===== config.mk =====
export PLATFORM = sky130hd
export DESIGN_NAME = mem_port_arbiter
export DESIGN_NICKNAME = d
export VERILOG_FILES = /design/src/rtl/mem_port_arbiter.sv
export SDC_FILE = /design/constraint.sdc
export NUM_CORES = 1
export LEC_CHECK = 0
export BUFFER_PORTS_ARGS = -buffer_cell sky130_fd_sc_hd__buf_2
export CAP_MARGIN = 15
export CELL_PAD_IN_SITES_DETAIL_PLACEMENT = 1
export CELL_PAD_IN_SITES_GLOBAL_PLACEMENT = 1
export CORE_ASPECT_RATIO = 0.5
export CORE_MARGIN = 5
export CORE_UTILIZATION = 32
export DETAILED_ROUTE_END_ITERATION = 10
export PLACE_DENSITY_LB_ADDON = 0.1
export SKIP_CTS_REPAIR_TIMING = 1
export SLEW_MARGIN = 20
export SYNTH_ARGS = -nofsm -noshare
export SYNTH_HDL_FRONTEND = slang
export SYNTH_SLANG_ARGS = --single-unit

===== constraint.sdc =====
create_clock -name clk -period 7 [get_ports clk]
set_clock_uncertainty 0.05 [all_clocks]
set_input_delay 1.05 -clock clk [delete_from_list [all_inputs] [get_ports clk]]
set_output_delay 1.05 -clock clk [all_outputs]
set_load 0.02 [all_outputs]

===== src/rtl/mem_port_arbiter.sv =====
// mem_port_arbiter: shares one 64-bit single-port memory between fetch (I) and load/store (D), turning word stores into dword read-modify-write
// Ports: clk, reset (async, active-high)
//   I side: i_req, i_addr -> i_rdata, i_ack
//   D side: d_req, d_we, d_addr, d_wdata -> d_rdata, d_ack
//   memory: mem_we, mem_a, mem_wd (registered, sole driver), mem_rd (combinational read data)
module mem_port_arbiter #(
    parameter int AW = 64,
    parameter bit FAIR = 1'b1
) (
    input  logic          clk,
    input  logic          reset,
    input  logic          i_req,
    input  logic [AW-1:0] i_addr,
    output logic [31:0]   i_rdata,
    output logic          i_ack,
    input  logic          d_req,
    input  logic          d_we,
    input  logic [AW-1:0] d_addr,
    input  logic [31:0]   d_wdata,
    output logic [31:0]   d_rdata,
    output logic          d_ack,
    output logic          mem_we,
    output logic [AW-1:0] mem_a,
    output logic [63:0]   mem_wd,
    input  logic [63:0]   mem_rd
);
    typedef enum logic [1:0] {IDLE, RD, WR, ACK} state_t;
    state_t state, state_nx;
    logic owner, we, sel_hi, last_grant, start, gnt_d, req_we, fin;
    logic [31:0] wdata;
    logic [AW-1:0] req_a;
    always_ff @(posedge clk or posedge reset)
        if (reset) state <= IDLE;
        else state <= state_nx;
    always_comb begin
        start = (state == IDLE) && (i_req || d_req);
        gnt_d = d_req && (!i_req || !FAIR || !last_grant);
        req_a = gnt_d ? d_addr : i_addr;
        req_we = gnt_d && d_we;
        fin = (state == RD && !we) || state == WR;
        state_nx = state;
        case (state)
            IDLE:    state_nx = start ? RD : IDLE;
            RD:      state_nx = we ? WR : ACK;
            WR:      state_nx = ACK;
            default: state_nx = IDLE;
        endcase
    end
    // mem_we and mem_a are registered so the memory sees glitch-free controls; stores address the whole dword
    always_ff @(posedge clk or posedge reset) begin
        if (reset) begin
            owner      <= 1'b0;
            we         <= 1'b0;
            sel_hi     <= 1'b0;
            wdata      <= '0;
            last_grant <= 1'b1;
            i_ack      <= 1'b0;
            d_ack      <= 1'b0;
            i_rdata    <= '0;
            d_rdata    <= '0;
            mem_we     <= 1'b0;
            mem_a      <= '0;
            mem_wd     <= '0;
        end else begin
            i_ack  <= fin && !owner;
            d_ack  <= fin && owner;
            mem_we <= state == RD && we;
            if (start) begin
                owner      <= gnt_d;
                last_grant <= gnt_d;
                we         <= req_we;
                wdata      <= d_wdata;
                sel_hi     <= req_a[2];
                mem_a      <= req_a & ~AW'(req_we ? 3'd7 : 3'd3);
            end
            if (state == RD && we) mem_wd <= sel_hi ? {wdata, mem_rd[31:0]} : {mem_rd[63:32], wdata};
            if (state == RD && !we && owner) d_rdata <= mem_rd[31:0];
            if (state == RD && !we && !owner) i_rdata <= mem_rd[31:0];
        end
    end
endmodule

# After elaboration in Yosys (flattened, before gate mapping)
# Cells that the tools add are included.
# word_totals
reg_bits,233
in_bits,229
# op_classes
n_eq_ne,2
muxes,6
n_bitwise,2
reduce_logical,17
# op_table
cell,count
$mux 64,2
$and 64x64->64,1
$not 3->64,1
$logic_and 1x1->1,9
$pmux 2 s3,1
$logic_not 1->1,4
$logic_or 1x1->1,3
$mux 3,1
$eq 2x1->1 const B,1
$eq 2x2->1 const B,1
$logic_not 2->1,1
$mux 1,2

# Logic depth before layout (Yosys ltp)
# depth
depth_word,7
ltp_mapped,8
depth_no_buf,5

# Worst setup path after synthesis
# OpenSTA, ideal clock, no wires.
# synth_timing
kind,in2reg
startpoint,input i_req
endpoint,register mem_a[16]
arrival_time_ps,1806
path_slack_ps,5012
stages,4
path_buffers,2
path_cell_list,o21ai_1 -> buf_2 -> clkbuf_1 -> o21ai_1
# synth_via
elab_chain_cells,5
elab_cells_between_ends,7
# synth_rtl
element,line_no,text
"start, declared",12,"input logic i_req,"
$logic_not 1->1,37,gnt_d = d_req && (!i_req || !FAIR || !last_grant);
$logic_or 1x1->1,37,
$logic_and 1x1->1,37,
$mux 64,38,req_a = gnt_d ? d_addr : i_addr;
$and 64x64->64,74,mem_a <= req_a & ~AW'(req_we ? 3'd7 : 3'd3);
"end signal, assigned",74,
"end, declared",23,"output logic [AW-1:0] mem_a,"
# Several ways; a longest one is shown, not always the timed one.
# A chain may end at the register's enable or synchronous reset.

# Final worst setup path
# layout_timing
startpoint,register state[1]
endpoint,register mem_wd[45]
# layout_via
elab_chain_cells,2
# layout_rtl
element,line_no,text
"start, declared",28,"state_t state, state_nx;"
"start signal, assigned",34,else state <= state_nx;
$eq 2x1->1,76,"if (state == RD && we) mem_wd <= sel_hi ? {wdata, mem_rd[31:0]} : {mem_rd[63:32], wdata};"
$logic_and 1x1->1,76,
"end signal, assigned",76,
"end, declared",24,"output logic [63:0] mem_wd,"
# Every way passes these cells.

==> out/results.md <==
* status: finished, final reports clean
* area enclosed by the die boundary: 34,260 um^2
* number of top-level pins: 424
* flop and latch count out of synthesis: 231
* count of standard-cell rows: 45
* top area cells in the synthesized netlist: dfrtp_1 (59%), mux2i_1 (13%), nand2_1 (6.3%)
* data arrival time at the worst-slack endpoint: 2.74 ns
* initial core utilization: 32.30%
* depth of the CTS H-tree: 1
* r2r startpoint: state[1]
* number of filler instances in the final layout: 3,419
* distinct cell type count of the synthesized netlist: 27
* category of the worst setup path launch point: register
* via count of the first global-routing pass: 8,388
* fraction of synthesis flops using an asynchronous set or reset pin: 100.0%
* crit path capture type: register
* mean cell area of the mapped netlist: 11.36 um^2
* Placer Congestion: 0.7524
* total of endpoints with negative setup slack in the final report: 0
* number of nets in the final layout: 1,487
* area of combinational cells with multiple inputs: 3655 um^2
* RSZ-0062 raised after global routing: no
* Antenna Nets Post-Route: 0
* peak supply drop: 0.0001825 V
* Final Routed Wirelength: 30,780 um
* total of warnings raised by yosys: 0
* post-layout minimum cycle time: 2.339 ns
* detailed-route vias per instance: 4.573
* area taken by flip-flops and latches: 5786 um^2
* number of antenna violations at the first check in global routing: 4
* slack of the critical path: 4.661 ns
* master of the slowest instance on the critical path: buf_4
* routed length per instance: 18.40 um
* synthesis-to-finish area growth: 33.22%
* number of cells on the worst reg-to-reg path: 6
* Post-Synthesis Cells: 858
* PD cells: 500.9 nW/um^2
* count of routing violations after the opening detailed-route iteration: 284
* total global-route track usage: 17.40%
* DRC: 0
* leading register cell type out of synthesis: dfrtp_1
* worst-case register-to-register setup slack: 4.66 ns
* number of hold violations in the final report: 0
* Max-cap violations: 0
* Detailed Routing Iterations Pass 1: 4
* Inst Count DP: 1,626
* total core area: 30,180 um^2
* wire length of the first global-routing pass: 47,980 um
* Slew headroom: 33.36%
* Final HPWL DP: 22,490 um
* number of I/O port buffers: 417
* share of synthesized area occupied by flip-flops and latches: 59.32%
* Hold Crit Class: in -> async
* stage delay of the slowest cell on the critical path: 0.68 ns
* Clock Latency Late Sink: 0.52 ns
* share of post-route cells with drive strength above 1: 41.65%
* most instantiated library cell after synthesis: dfrtp_1
* TritonCTS clock tree: done
* leakage power: 6.592 nW
* number of max-slew violations in the final report: 0
* Max clock buf depth: 3
* number of synthesized flops with an enable pin: 0
* post-placement setup slack: 4.472 ns
* upper clock frequency limit: 0.4275 GHz
* type of the worst setup path: reg -> reg
* maximum fanout along the worst path: 72
* post-synthesis instance area: 9747 um^2
* clock slew at reported path FFs: 0.06 ns
* cell taking the most area after synthesis: dfrtp_1
* residual overflow from global routing: 0
* power after layout: 0.006504 W
* cell-by-cell listing of the critical path: inv_1 -> ha_1 -> and2_4 -> buf_4 -> nor2_1 -> a21oi_1
* final period utilization: 33.42%
* portion of synthesized cell area occupied by the leading cell type: 59.05%
* maximum number of pins on one net before global-route repair: 148
* placed cell areas: 12,120 um^2
* final cell area excluding filler cells: 12,990 um^2
* CTS Buf Count: 24
* clock root buffer: clkbuf_16
* Layout Cells excl Fill: 1,673
* Chip Height: 133.4 um
* terminus of the critical flop-to-flop path: mem_wd[45]
* CP required: 7.40 ns
* Die Width: 256.8 um
* clock sink count: 231
* actual transition at the worst max-transition pin: 0.9961 ns
* final-layout setup total negative slack: 0 ns
* Via Count: 7,650
* ranking of synthesized cells by instance count: dfrtp_1 (230), nand2_1 (164), mux2i_1 (125), nor2_1 (68), a21oi_1 (66)
-- layout make-up --
class                           instances  area share [%]
Antenna cell                            4         0.07709
Clock buffer                           32           5.329
Clock inverter                         10           1.031
Inverter                                3          0.1156
Multi-Input combinational cell        567           28.15
Sequential cell                       231           44.56
Tap cell                              399           3.845
Timing Repair Buffer                  427           16.90
-- power by group --
part	leakage [nW]	internal (W)	switching, W
clock	0.403	0.000805	0.000545
sequential	2.70	0.00199	0.000398
combinational	3.49	0.00103	0.00173
total	6.59	0.00383	0.00268
-- worst max-delay path, delay by kind of cell (launching register included) --
family	cells	cell delay [ns]
buffers and inverters	2	0.77
and+or+nand+nor	2	0.65
DFF	1	0.40
adders and majority gates	1	0.17
AOI/OAI and AO/OA	1	0.14
-- layer usage --
metal | GRT usage, % | part of all wire (%) | up-vias
li1 | - | - | 3689
met1 | 20.24 | 40 | 3774
met5 | 0 | 0 | -
met4 | 4.050 | 1.8 | 0
met2 | 32.87 | 54 | 153
met3 | 3.920 | 4.4 | 34
-- worst max-delay path by stage --
stage                     startpoint    endpoint  cells past startpoint
after floorplan                reset       d_ack                      1
after global placement         d_req    mem_a[5]                      5
after detailed placement       d_req    mem_a[5]                      5
after CTS                   state[1]  mem_wd[45]                      6
after global routing        state[1]  mem_wd[46]                      6
final                       state[1]  mem_wd[45]                      6
-- metrics by stage --
step                      hold slack [ns]  utilization, %
after global routing               0.4284           43.03
after detailed placement           0.4153           40.17
after global placement             0.4073           40.17
final                              0.4252           43.03
after CTS                          0.4031           42.90
after floorplan                    0.4027               -
-- cells by family (layout without fill, tap and decap cells) --
kind of cell	Yosys count	in the layout	synth area share, %
AOI/OAI and AO/OA	133	133	6.958
muxes	189	189	20.23
buffers and inverters	61	472	3.556
and+or+nand+nor	239	239	9.384
DFF	231	231	59.32
other	1	6	0.03847
adders and majority gates	4	4	0.5135
-- layout by cell type, fill, tap and decap left out, types with 2 or more instances in the layout --
master	n
a31oi_1	3
ha_1	4
nor2_1	68
clkinvlp_4	3
o21ai_0	25
a21oi_1	66
clkbuf_16	25
clkbuf_8	4
o21ai_1	36
conb_1	2
inv_1	2
bufinv_16	3
mux2i_1	125
mux2_1	10
buf_2	417
clkinv_2	4
mux2_2	54
dfrtp_1	229
nor2b_1	2
clkbuf_1	3
nand2_1	163
diode_2	4
buf_4	8
-- state kept, by name (all words and copies together) (netlist names), 2 cells and up --
register  count
d_rdata      32
i_rdata      32
mem_a        62
mem_wd       64
state         2
wdata        32
Note: power is estimated with default switching activity, not from simulation.
